**src/rtl/frame_stream_reader.sv**
```systemverilog
// frame_stream_reader: reads one frame from a synchronous-read frame buffer in raster order.
// Output is a valid/ready pixel stream with sof/eol/eof markers through a 2-entry FWFT FIFO.
module frame_stream_reader #(
    parameter int IMG_WIDTH  = 640,
    parameter int IMG_HEIGHT = 480,
    parameter int PIXEL_BITS = 8,
    parameter int ADDR_BITS  = 19
) (
    input  logic                  clk,
    input  logic                  reset,
    input  logic                  start,
    output logic                  busy,
    output logic                  done,
    output logic                  mem_rd_en,
    output logic [ADDR_BITS-1:0]  mem_addr,
    input  logic [PIXEL_BITS-1:0] mem_rd_data,
    output logic [PIXEL_BITS-1:0] pixel_out,
    output logic                  pixel_out_valid,
    input  logic                  pixel_out_ready,
    output logic                  pixel_out_sof,
    output logic                  pixel_out_eol,
    output logic                  pixel_out_eof
);

    localparam int XW = (IMG_WIDTH  > 1) ? $clog2(IMG_WIDTH)  : 1;
    localparam int YW = (IMG_HEIGHT > 1) ? $clog2(IMG_HEIGHT) : 1;
    localparam int FW = PIXEL_BITS + 3;

    typedef enum logic [1:0] {
        S_IDLE   = 2'd0,
        S_STREAM = 2'd1,
        S_FLUSH  = 2'd2
    } state_t;

    state_t                r_state;
    logic                  r_done;
    logic [ADDR_BITS-1:0]  r_addr;
    logic [XW-1:0]         r_x;
    logic [YW-1:0]         r_y;

    logic                  r_vld_p1;
    logic                  r_sof_p1;
    logic                  r_eol_p1;
    logic                  r_eof_p1;

    logic [FW-1:0]         r_fifo [2];
    logic                  r_wptr;
    logic                  r_rptr;
    logic [1:0]            r_count;

    logic                  w_pop;
    logic                  w_push;
    logic [2:0]            w_occ;
    logic                  w_rd_en;
    logic                  w_x_last;
    logic                  w_y_last;
    logic                  w_frame_last;
    logic [FW-1:0]         w_head;
    logic [FW-1:0]         w_fifo_in;

    assign w_pop        = (r_count != 2'd0) && pixel_out_ready;
    assign w_push       = r_vld_p1;
    // Occupancy seen next cycle: buffered + returning - leaving; keeps the FIFO from overflowing.
    assign w_occ        = 3'(r_count) + 3'(r_vld_p1) - 3'(w_pop);
    assign w_rd_en      = (r_state == S_STREAM) && (w_occ <= 3'd1);
    assign w_x_last     = (r_x == XW'(IMG_WIDTH - 1));
    assign w_y_last     = (r_y == YW'(IMG_HEIGHT - 1));
    assign w_frame_last = w_x_last && w_y_last;
    assign w_head       = r_fifo[r_rptr];
    assign w_fifo_in    = {r_eof_p1, r_eol_p1, r_sof_p1, mem_rd_data};

    always_ff @(posedge clk) begin
        if (reset) begin
            r_state <= S_IDLE;
            r_done  <= 1'b0;
            r_addr  <= '0;
            r_x     <= '0;
            r_y     <= '0;
        end else begin
            r_done <= 1'b0;
            case (r_state)
                S_IDLE: begin
                    // A start coinciding with the done pulse is dropped.
                    if (start && !r_done) begin
                        r_state <= S_STREAM;
                        r_addr  <= '0;
                        r_x     <= '0;
                        r_y     <= '0;
                    end
                end
                S_STREAM: begin
                    if (w_rd_en) begin
                        r_addr <= w_frame_last ? '0 : r_addr + ADDR_BITS'(1);
                        if (w_x_last) begin
                            r_x <= '0;
                            r_y <= w_y_last ? '0 : r_y + YW'(1);
                        end else begin
                            r_x <= r_x + XW'(1);
                        end
                        if (w_frame_last) begin
                            r_state <= S_FLUSH;
                        end
                    end
                end
                S_FLUSH: begin
                    if (w_pop && w_head[FW-1]) begin
                        r_state <= S_IDLE;
                        r_done  <= 1'b1;
                    end
                end
                default: r_state <= S_IDLE;
            endcase
        end
    end

    // p0 -> p1: read issued, markers travel with the one-cycle memory latency
    always_ff @(posedge clk) begin
        if (reset) begin
            r_vld_p1 <= 1'b0;
        end else begin
            r_vld_p1 <= w_rd_en;
        end
    end

    always_ff @(posedge clk) begin
        r_sof_p1 <= (r_x == '0) && (r_y == '0);
        r_eol_p1 <= w_x_last;
        r_eof_p1 <= w_frame_last;
    end

    // p1 -> FIFO: returned pixel is pushed, head is presented downstream
    always_ff @(posedge clk) begin
        if (reset) begin
            r_wptr  <= 1'b0;
            r_rptr  <= 1'b0;
            r_count <= 2'd0;
        end else begin
            if (w_push) begin
                r_wptr <= ~r_wptr;
            end
            if (w_pop) begin
                r_rptr <= ~r_rptr;
            end
            r_count <= r_count + {1'b0, w_push} - {1'b0, w_pop};
        end
    end

    always_ff @(posedge clk) begin
        if (w_push) begin
            r_fifo[r_wptr] <= w_fifo_in;
        end
    end

    assign busy            = (r_state != S_IDLE);
    assign done            = r_done;
    assign mem_rd_en       = w_rd_en;
    assign mem_addr        = r_addr;
    assign pixel_out_valid = (r_count != 2'd0);
    assign pixel_out       = pixel_out_valid ? w_head[PIXEL_BITS-1:0] : '0;
    assign pixel_out_sof   = pixel_out_valid & w_head[FW-3];
    assign pixel_out_eol   = pixel_out_valid & w_head[FW-2];
    assign pixel_out_eof   = pixel_out_valid & w_head[FW-1];

endmodule

```
**config.mk**
```make
export PLATFORM = sky130hd
export DESIGN_NAME = frame_stream_reader
export DESIGN_NICKNAME = d
export VERILOG_FILES = /design/src/rtl/frame_stream_reader.sv
export SDC_FILE = /design/constraint.sdc
export NUM_CORES = 1
export LEC_CHECK = 0
export BUFFER_PORTS_ARGS = -buffer_cell sky130_fd_sc_hd__clkbuf_2
export CORE_ASPECT_RATIO = 0.5
export CORE_UTILIZATION = 57
export DETAILED_ROUTE_END_ITERATION = 12
export PLACE_DENSITY = 0.79
export SETUP_SLACK_MARGIN = 0.15
export SYNTH_ARGS = -nofsm -noshare
export SYNTH_HDL_FRONTEND = slang
export SYNTH_SLANG_ARGS = --single-unit
```
**constraint.sdc**
```tcl
create_clock -name clk -period 3.4 [get_ports clk]
set_clock_uncertainty 0.05 [all_clocks]
set_input_delay 0.17 -clock clk [delete_from_list [all_inputs] [get_ports clk]]
set_output_delay 0.17 -clock clk [all_outputs]
set_load 0.05 [all_outputs]
```
; ---- After elaboration in Yosys (flattened, before gate mapping)
; Memories as Yosys holds them, arrays and structs flattened. A register that Yosys moved wholly into a read port is not among the register bits.
; Cells that the tools add are included.
[word_totals]
wordCells = 77
ramBits = 22
mem_count = 1
inputBits = 12
register_bits = 49
output_inout_bits = 34
[mem_list]
columns = name, depth, width, read_ports, rd_ports_with_merged_regs, write_ports, line_no
row1 = r_fifo, 2, 11, 1, 1, 1, 46  ; logic [FW-1:0] r_fifo [2];
[classes]
order_cmp = 1
addsub = 7
n_bitwise = 6
mux = 24
eq_ne = 9
n_reduce_logical = 17
[ops]
columns = cell, count
row1 = $mux W19, 3
row2 = $pmux W19 S2, 1
row3 = $mux W9, 4
row4 = $mux W10, 3
row5 = $pmux W10 S2, 1
row6 = $add A19 B1 Y19 const B, 1
row7 = $pmux W9 S2, 1
row8 = $add A10 B1 Y10 const B, 1
row9 = $eq A10 B10 Y1 const B, 1
row10 = $logic_not A10 Y1, 1
row11 = $ne A2 B2 Y1 const B, 5
row12 = $add A9 B1 Y9 const B, 1
row13 = $eq A9 B9 Y1 const B, 1
row14 = $logic_not A9 Y1, 1
row15 = $mux W2, 4
row16 = $mux W8, 1
row17 = $reduce_and A4 Y1, 2
row18 = $logic_and A1 B1 Y1, 6
row19 = $pmux W2 S3, 1
row20 = $reduce_bool A2 Y1, 3
row21 = $mux W1, 5
row22 = $add A2 B1 Y3, 1
row23 = $and A1 B1 Y1, 3
row24 = $le A3 B1 Y1 const B, 1
row25 = other kinds (10), 12

; ---- Depth between registers and ports, before layout
; Gate-level depths: netlist of the first run.
[logic_depth]
word_depth = 7
ltp_mapped = 14
depth_no_buf = 12

; ---- Least setup slack after synthesis of the first run
; OpenSTA, ideal clock, no wires.
[synth_path]
kind = register to register
start = reg r_count[1]
end = reg r_y[8]
required_ns = 3.255
path_buffers = 0
synth_period_minus_slack_ns = 3.531
slack_ns = -0.131
setup_ns = 0.095
t_arrival_ns = 3.386
path_stages_with_launch = 13
cell_sequence = dfxtp_1 nor2_1 inv_1 and2_1 ha_1 inv_1 ha_1 fa_1 or3b_1 nor2_4 a21oi_2 or4_1 o311ai_1
[synth_between]
elab_chain_len = 7
elab_cells_between_ends = 8
cone_classes = add/sub (2) / order compare (1) / eq/ne (1) / reduce/logical (4)
[synth_lines]
columns = item, line_no
row1 = from (decl), 49  ; logic [1:0] r_count;
row2 = from (signal assigned), 144  ; r_count <= r_count + {1'b0, w_push} - {1'b0, w_pop};
row3 = $reduce_bool A2 Y1, n/a
row4 = net pixel_out_valid, 18  ; output logic pixel_out_valid,
row5 = $logic_and A1 B1 Y1, 61  ; assign w_pop = (r_count != 2'd0) && pixel_out_ready;
row6 = net w_pop, 51  ; logic w_pop;
row7 = $sub A3 B1 Y3, 64  ; assign w_occ = 3'(r_count) + 3'(r_vld_p1) - 3'(w_pop);
row8 = net w_occ[1], 53  ; logic [2:0] w_occ;
row9 = $le A3 B1 Y1, 65  ; assign w_rd_en = (r_state == S_STREAM) && (w_occ <= 3'd1);
row10 = $logic_and A1 B1 Y1, 65
row11 = net mem_rd_en, 14  ; output logic mem_rd_en,
row12 = $ne A2 B2 Y1 (no line), n/a
row13 = $reduce_and A4 Y1 (no line), n/a
row14 = to (signal assigned), 96  ; r_y <= w_y_last ? '0 : r_y + YW'(1);
row15 = to (decl), 39  ; logic [YW-1:0] r_y;
; The timed path passes the listed nets, and every way through them passes these cells.
; A chain may end at the register's enable or synchronous reset.

; ---- Final worst setup path of the first run
[layout_path]
start = reg r_count[1]
end = reg r_y[5]
[layout_between]
elab_chain_len = 7
elab_cells_between_ends = 8
cone_classes = add/sub (2) / order compare (1) / eq/ne (1) / reduce/logical (4)
[layout_lines]
columns = item, line_no
row1 = $reduce_bool A2 Y1, 61
row2 = $logic_and A1 B1 Y1, 61
row3 = net w_pop, 51
row4 = $sub A3 B1 Y3, 64
row5 = net w_occ[1], 53
row6 = $le A3 B1 Y1, 65
row7 = $logic_and A1 B1 Y1, 65
row8 = $ne A2 B2 Y1 (no line), n/a
row9 = $reduce_and A4 Y1 (no line), n/a
; The timed path passes the listed nets, and every way through them passes these cells.

==> results of run 1 <==
## critical path: cells and delay by family, from the launching register on
kind / cells / cell delay (ns)
AO/OA/AOI/OAI: 2 / 0.29
adder cells (fa/ha/maj): 3 / 0.90
buffers and inverters: 2 / 0.08
flip-flops: 1 / 0.35
AND/OR/NAND/NOR: 5 / 1.47
## worst min-delay path by stage
stage | startpoint | end | cells past startpoint | slack [ns]
finish | pixel_out_ready | flip-flop | 4 | 0.22
global route | pixel_out_ready | flip-flop | 4 | 0.21
CTS | pixel_out_ready | flip-flop | 4 | 0.21
detailed placement | mem_rd_data[3] | r_fifo[0][3] | 1 | 0.31
global placement | mem_rd_data[3] | r_fifo[0][3] | 1 | 0.31
floorplan | mem_rd_data[0] | r_fifo[0][0] | 0 | 0.22
## cell families after synthesis
kind of cell	Yosys count	share of synthesized area, %
mux	12	3.697
buf+inv	27	3.427
flops	72	51.14
fa+ha+maj	8	3.311
simple gates	155	25.68
xor+xnor	27	7.278
compound gates	29	5.468
## power groups by stage
stage	sequential, mW	combinational, mW	clock, mW
floorplan	1.04	0.723	0
global placement	1.05	0.889	0
detailed placement	1.05	0.905	0
CTS	1.04	0.921	1.02
global route	1.05	1.03	1.06
finish	1.04	0.963	1.00
## metrics by stage
stage                     hold slack [ns]  power, mW  setup slack [ns]  util (%)
after floorplan                    0.2189      1.764            0.1127         -
after global placement             0.3104      1.936            0.3021     69.38
after detailed placement           0.3141      1.960            0.2389     69.38
after CTS                          0.2104      2.974            0.2102     77.10
after global routing               0.2103      3.143           0.08024     78.04
final                              0.2224      3.004            0.1780     78.04
## layer usage
metal  vias up  part of all wire (%)
li1       1292                     -
met1      1247                    45
met2       102                    48
met3        10                   6.4
met4         0                  0.89
met5         -                     0
## flip-flops by register name, indices dropped and copies added, names as in the netlist, 2 cells and up, named ones only
name / cells
r_fifo: 22
r_state: 2
r_y: 9
mem_addr: 19
r_x: 10
r_count: 2
## cell type report
class / count / area, um^2 / area share [%]
Tap cell: 70 / 87.58 / 2.157
Clock buffer: 10 / 229.0 / 5.639
Inverter: 15 / 58.81 / 1.448
Timing Repair Buffer: 63 / 396.6 / 9.769
Clock inverter: 6 / 92.59 / 2.280
Sequential cell: 72 / 1663 / 40.96
Multi-Input combinational cell: 231 / 1533 / 37.75
## placed cells by master (no fill, tap or decap), types with 5 or more instances in the layout
master	count
nand4_1	18
edfxtp_1	22
nor2_1	51
clkbuf_2	45
nor3_1	11
nand2_1	16
dlygate4sd3_1	8
inv_1	13
and3_1	5
xnor2_1	7
dfxtp_1	49
buf_4	8
nand3_1	14
clkbuf_16	9
mux2i_1	12
xor2_1	19
a21oi_1	12
ha_1	5
## what timing repair did
item | CTS | global route
gates resized for setup | 0 | 2
setup buffers | 0 | 5
setup endpoints to repair | 0 | 6
hold endpoints to repair | 16 | 0
hold buffers | 8 | 0
==> flow_summary.ini, run 1 <==
[flow_run]
max_cap_viol_count = 0

[yosys]
ys_seq_elements = 72
synth_most_common_cell = nor2_1
synth_top_area_cell = dfxtp_1
syn_area_um2 = 3249
netlist_instances = 330
ys_top_cells_by_area = dfxtp_1, edfxtp_1, nor2_1
synthArstFlopShare_pct = 0
syn_nets = 350
synth_edf_count = 22
ys.warnings.count = 0
syn_avg_cell_area_um2 = 9.847
netlist.area_leader.share_pct = 30.80
yosysSeqAreaShare_pct = 51.14
synth_cell_type_count = 47
dominantRegCellSynth = dfxtp_1
synth_commonest_cells = nor2_1, dfxtp_1, edfxtp_1, xor2_1, nand4_1

[clock_network]
htree_levels = 3
root_buffer = clkbuf_16
cts.sinks = 72
cts_max_path_buffers = 2
numCtsBuffers = 9
cts_tree = done
clk_latency_ns = 0.33
path_clk_slew_ns = 0.06

[setup_path]
path_max_fanout = 14
reg2reg_depth = 12
r2r-end = r_y[5]
crit_chain = nor2_4 > inv_4 > and2_4 > ha_4 > inv_2 > ha_4 > fa_1 > or3b_4 > nor2_4 > a21oi_4 > or4_1 > a21oi_1
worstPathRequired_ns = 3.60
cp-start-kind = flip-flop
r2r-start = r_count[1]
slowest_delay_ns = 0.55
reg2reg_setup_slack_ns = 0.18
end_kind = flip-flop
cp-startpoint = r_count[1]
path_class = flip-flop to flip-flop
slowest_stage = or4_1
cp.arrival_ns = 3.42
cp-endpoint = r_y[5]

[placed_design]
dp_cells = 438
dp_hpwl_um = 4326
placed_cell_area_um2 = 3610
port_buffers = 45
place.gp.congestion = 0.8995

[timing]
hold_viol = 0
finalSetupTns_ns = 0
layout_min_cycle_time_ns = 3.222
rsz0062_at_grt = no
worstMarginPinSlew_ns = 0.9339
relSlewSlack_pct = 37.61
finalCritPeriodShare_pct = 94.76
setup_violations = 0
slew_viol_final = 0
fmax_mhz = 310.4

[layout]
diodes = 0
final_cells = 467
drive_gt1_share_pct = 22.42
fin_nets = 412
fillCellCount = 350
synthToLayoutAreaGrowth_pct = 24.95
final_area_um2 = 4060

[pwr]
power_frac_seq_pct = 34.6
p_int_mw = 1.922
net-switching-power_mw = 1.082
ir_drop_mv = 0.6315
p_sw_share_pct = 36.02
clockPowerShare_pct = 33.4
combPwrFrac_pct = 32.1
leakagePower_nw = 1.513
power.density_nw_per_um2 = 739.9

[global_routing]
met2_usage_pct = 39.69
overflow = 0
grtUsageMet1_pct = 29.93
grt_max_degree = 27
grt_pass1_wl_um = 11150
gr-usage-all-layers_pct = 23.95
grt_use_met3_pct = 7.202
antenna_found_initial = 0
busiest_layer = met2
grt_pass1_vias = 2416

[drt]
drc_errors = 0
ant_nets = 0
viasPerCell = 5.677
wl_um = 6819
drt_iter0_markers = 188
vias = 2651
wl_per_cell_um = 14.60
drt_first_pass_iters = 5

[floorplan]
die_x_um = 108.8
die_y_um = 55.39
row_count = 18
die-area_um2 = 6025
start_util_pct = 62.46
core_region_area_um2 = 5202
pin_count = 46

[outcome]
run_status = finished clean

[hold_path]
hold_class = input pin to flip-flop
Power figures use the tool's default switching activity.
==> run 2, diff against run 1 <==
--- a/config.mk
+++ b/config.mk
@@ -10,6 +10,7 @@
 export CORE_UTILIZATION = 57
 export DETAILED_ROUTE_END_ITERATION = 12
 export PLACE_DENSITY = 0.79
+export REMOVE_ABC_BUFFERS = 1
 export SETUP_SLACK_MARGIN = 0.15
 export SYNTH_ARGS = -nofsm -noshare
 export SYNTH_HDL_FRONTEND = slang
==> run 2 against run 1 <==
  * Worst setup slack lost 0.0016 ns
  * Largest cell class unchanged
  * Via count down 0.49%
  * Register-to-register slack hardly changed
  * Hold slack lost 0.021 ns
==> flow_summary.ini, run 2 (synthesis results as in run 1) <==
[drt]
drt_first_pass_iters = 4
vias = 2638
drt_iter0_markers = 160
wl_um = 7124
drc_errors = 0
ant_nets = 0
wl_per_cell_um = 15.19
viasPerCell = 5.625

[clock_network]
path_clk_slew_ns = 0.07
cts_tree = done
numCtsBuffers = 9
cts.sinks = 72
htree_levels = 3
cts_max_path_buffers = 2
root_buffer = clkbuf_16
clk_latency_ns = 0.34

[floorplan]
die_x_um = 108.8
die_y_um = 55.39
row_count = 18
core_region_area_um2 = 5202
die-area_um2 = 6025
pin_count = 46
start_util_pct = 62.46

[layout]
largest_register = r_fifo
drive_gt1_share_pct = 23.06
diodes = 0
fillCellCount = 351
synthToLayoutAreaGrowth_pct = 24.30
register_area_um2 = 1665
fin_nets = 414
fin_util_pct = 77.63
layout_common_cells = nor2_1, dfxtp_1, clkbuf_2, edfxtp_1, xor2_1
final_common_cell = nor2_1
final_area_um2 = 4039
largest_reg_flops = 22
multiInputGateArea_um2 = 1536

[global_routing]
overflow = 0
grt_pass1_wl_um = 11800
grt_max_degree = 31
gr-usage-all-layers_pct = 25.48
antenna_found_initial = 0
grt_pass1_vias = 2572

[setup_path]
path_max_fanout = 4
cp-start-kind = flip-flop
path_class = flip-flop to flip-flop
worstPathRequired_ns = 3.61
end_kind = flip-flop
cp.arrival_ns = 3.43

[placed_design]
port_buffers = 45
place.gp.congestion = 0.8540
placed_cell_area_um2 = 3561
dp_hpwl_um = 4528

[timing]
fmax_mhz = 310.2
rsz0062_at_grt = yes
finalCritPeriodShare_pct = 94.81
layout_min_cycle_time_ns = 3.224
finalSetupTns_ns = 0
relSlewSlack_pct = 36.84
holdWs_ns = 0.2018
slew_viol_final = 0
hold_viol = 0
setup_violations = 0
worstMarginPinSlew_ns = 0.9454

[pwr]
power.density_nw_per_um2 = 717.7
ir_drop_mv = 0.5966
power_mw = 2.899
leakagePower_nw = 1.512

[outcome]
run_status = finished clean

[hold_path]
hold_class = input pin to flip-flop

[flow_run]
max_cap_viol_count = 0
## run 2: area by class of cell
cell class	instances	area share, %
clock buffer	9	5.576
clock inverter	7	1.425
inverter	15	1.394
multi-input combinational	232	38.04
sequential	72	41.23
tap	70	2.169
timing repair buffer	64	10.16
## run 2: worst max-delay path, stage by stage, from the launching register on
cell     delay (ns)
dfxtp_4        0.36
nor2_4         0.10
inv_1          0.06
and2_4         0.17
ha_1           0.26
inv_1          0.04
ha_1           0.18
fa_1           0.49
or3b_4         0.43
nor2_4         0.16
buf_6          0.13
buf_4          0.11
nand2_1        0.08
or3_4          0.40
a21oi_2        0.13
## run 2: worst paths after layout
kind	start	endpoint	slack, ns	cells after the start
max	r_count[1]	r_y[0]	0.18	14
min	start	r_state[0]	0.20	4
max reg2reg	r_count[1]	r_y[0]	0.18	14
min reg2reg	r_eol_p1	r_fifo[1][9]	0.38	0
## run 2: stage by stage
stage	worst slack, ns	instances
floorplan	-1.236	318
global placement	0.2098	438
detailed placement	0.05559	438
CTS	0.1565	468
global route	0.05787	469
finish	0.1764	469
## run 2: report_power, final
group | switching [mW] | internal [mW]
combinational | 0.649 | 0.322
sequential | 0.0683 | 0.967
clock | 0.387 | 0.507
total | 1.10 | 1.79
## run 2: layer usage
layer  track usage (%)  share of wire (%)  vias to the layer above
met5                 0                  0                        -
met4             7.722                1.5                        0
met3             7.910                6.2                       14
met2             44.03                 48                       93
met1             30.36                 44                     1233
li1                  -                  -                     1298
## run 2: timing repair
item	4_1_cts	5_1_grt
buffers inserted	5	1
setup endpoints to repair	23	36
gates cloned	1	0
hold buffers	8	0
pin swaps	5	8
resized for setup	7	10
endpoints found under the hold margin	16	0
==> run 3, diff against run 2 <==
--- a/config.mk
+++ b/config.mk
@@ -7,9 +7,8 @@
 export LEC_CHECK = 0
 export BUFFER_PORTS_ARGS = -buffer_cell sky130_fd_sc_hd__clkbuf_2
 export CORE_ASPECT_RATIO = 0.5
-export CORE_UTILIZATION = 57
+export CORE_UTILIZATION = 30
 export DETAILED_ROUTE_END_ITERATION = 12
-export PLACE_DENSITY = 0.79
 export REMOVE_ABC_BUFFERS = 1
 export SETUP_SLACK_MARGIN = 0.15
 export SYNTH_ARGS = -nofsm -noshare
==> run 3 against run 2 <==
  * Cell count up 14%
  * Combinational power up 2%
  * Non-clock buffer count down 1
  * Final area up 3.7%
  * Wire length down 4.3%
  * Count of clock-buffer cells in the layout up 1
  * Maximum frequency up 3.9%
  * First-iteration DRC count down 44%
  * Sequential power about the same
  * Sequential cell count unchanged
  * Sequential share of layout area down 1.6 points
  * Largest cell class unchanged
==> flow_summary.ini, run 3 (synthesis results as in run 1) <==
[layout]
final_common_cell = nor2_1
fillCellCount = 1032
layout_common_cells = nor2_1, dfxtp_1, clkbuf_2, edfxtp_1, xor2_1
synthToLayoutAreaGrowth_pct = 28.88
largest_register = r_fifo
diodes = 0
largest_reg_flops = 22
fin_nets = 412
drive_gt1_share_pct = 20.91

[pwr]
power.density_nw_per_um2 = 756.6
power_frac_seq_pct = 32.4
combPwrFrac_pct = 31.3
p_sw_share_pct = 33.35
leakagePower_nw = 1.551
net-switching-power_mw = 1.057
ir_drop_mv = 0.2291
clockPowerShare_pct = 36.4
p_int_mw = 2.112

[drt]
wl_per_cell_um = 12.70
drt_first_pass_iters = 4
vias = 2459
drc_errors = 0
ant_nets = 0
drt_iter0_markers = 90
viasPerCell = 4.579
wl_um = 6820

[floorplan]
start_util_pct = 31.31
core_region_area_um2 = 10380
die_x_um = 149.2
die_y_um = 75.59
die-area_um2 = 11280
row_count = 26
pin_count = 46

[placed_design]
post-place-ws_ns = 0.2127
port_buffers = 45
dp_hpwl_um = 4587
place.gp.congestion = 0.7517

[timing]
fin_ws_ns = 0.2976
relSlewSlack_pct = 37.54
slew_viol_final = 0
holdWs_ns = 0.2021
finalCritPeriodShare_pct = 91.25
rsz0062_at_grt = yes
layout_min_cycle_time_ns = 3.102
hold_viol = 0
setup_violations = 0
fmax_mhz = 322.3
worstMarginPinSlew_ns = 0.9350

[setup_path]
slowest_stage = or4_1
cp-start-kind = flip-flop
slowest_delay_ns = 0.54
end_kind = flip-flop
path_delay_family = simple AND/OR/NAND/NOR gates
worstPathRequired_ns = 3.59
crit_chain = nor2_2 > inv_1 > and2_1 > ha_1 > inv_1 > ha_1 > fa_1 > or3b_4 > nor2_4 > a21oi_4 > or4_1 > o311ai_1
path_max_fanout = 16
cp.arrival_ns = 3.29
critPathBufInv = 2
path_class = flip-flop to flip-flop

[clock_network]
root_buffer = clkbuf_16
numCtsBuffers = 9
clk_latency_ns = 0.33
cts_tree = done
cts.sinks = 72
htree_levels = 3
cts_max_path_buffers = 2
path_clk_slew_ns = 0.05

[outcome]
run_status = finished clean

[global_routing]
gr-usage-all-layers_pct = 13.10
grt_pass1_vias = 2304
grt_max_degree = 31
antenna_found_initial = 0
grt_pass1_wl_um = 11140
overflow = 0

[flow_run]
max_cap_viol_count = 0

[hold_path]
hold_class = input pin to flip-flop
run 3: final cells by class:
cell class	instances	area, um^2	area share (%)
clock buffer	10	239.0	5.707
clock inverter	6	130.1	3.107
inverter	15	56.30	1.344
multi-input combinational	231	1500	35.82
sequential	72	1662	39.68
tap	140	175.2	4.183
timing repair buffer	63	425.4	10.16
run 3: timing repair:
action                                  4_1_cts  5_1_grt
endpoints found under the setup margin        0       25
hold buffers                                  8        0
buffers inserted                              0        1
hold endpoints to repair                     16        0
resized for setup                             0        4
run 3: tightest hold or removal path, cell delays in order:
cell and delay (ns):
clkbuf_2 0.08, nor3b_1 0.13, a21oi_1 0.11, nor3_1 0.05
run 3: layer usage:
layer  vias to the layer above  share of wire [%]  track usage (%)  routed length (um)
li1                       1287                  -                -                   -
met1                      1122                 52            16.35                3517
met2                        40                 42            20.88                2884
met3                        10                4.7            4.910                 323
met4                         0                1.4            5.102                  95
met5                         -                  0                0                   0
run 3: final timing paths:
path,end,slack (ns),cells after the start,from
max,r_y[8],0.30,12,r_count[0]
min,r_state[0],0.20,4,start
min reg2reg,r_fifo[0][8],0.37,0,r_sof_p1
max reg2reg,r_y[8],0.30,12,r_count[0]
run 3: power by group through the flow:
stage	registers, mW	clock network, mW	logic (mW)
global route	1.04	1.24	1.07
detailed placement	1.04	0	0.933
floorplan	1.05	0	0.632
CTS	1.03	1.18	0.943
global placement	1.04	0	0.927
finish	1.03	1.15	0.991
run 3: stage by stage:
stage / instances / power, mW / instance area (um^2) / TNS [ns] / utilization (%)
2_1_floorplan: 318 / 1.681 / 3194 / -36.85 / -
3_3_place_gp: 511 / 1.968 / 3686 / 0 / 35.52
3_5_place_dp: 511 / 1.975 / 3686 / 0 / 35.52
4_1_cts: 535 / 3.153 / 4135 / 0 / 39.85
5_1_grt: 537 / 3.342 / 4188 / 0 / 40.35
6_report: 537 / 3.169 / 4188 / 0 / 40.35
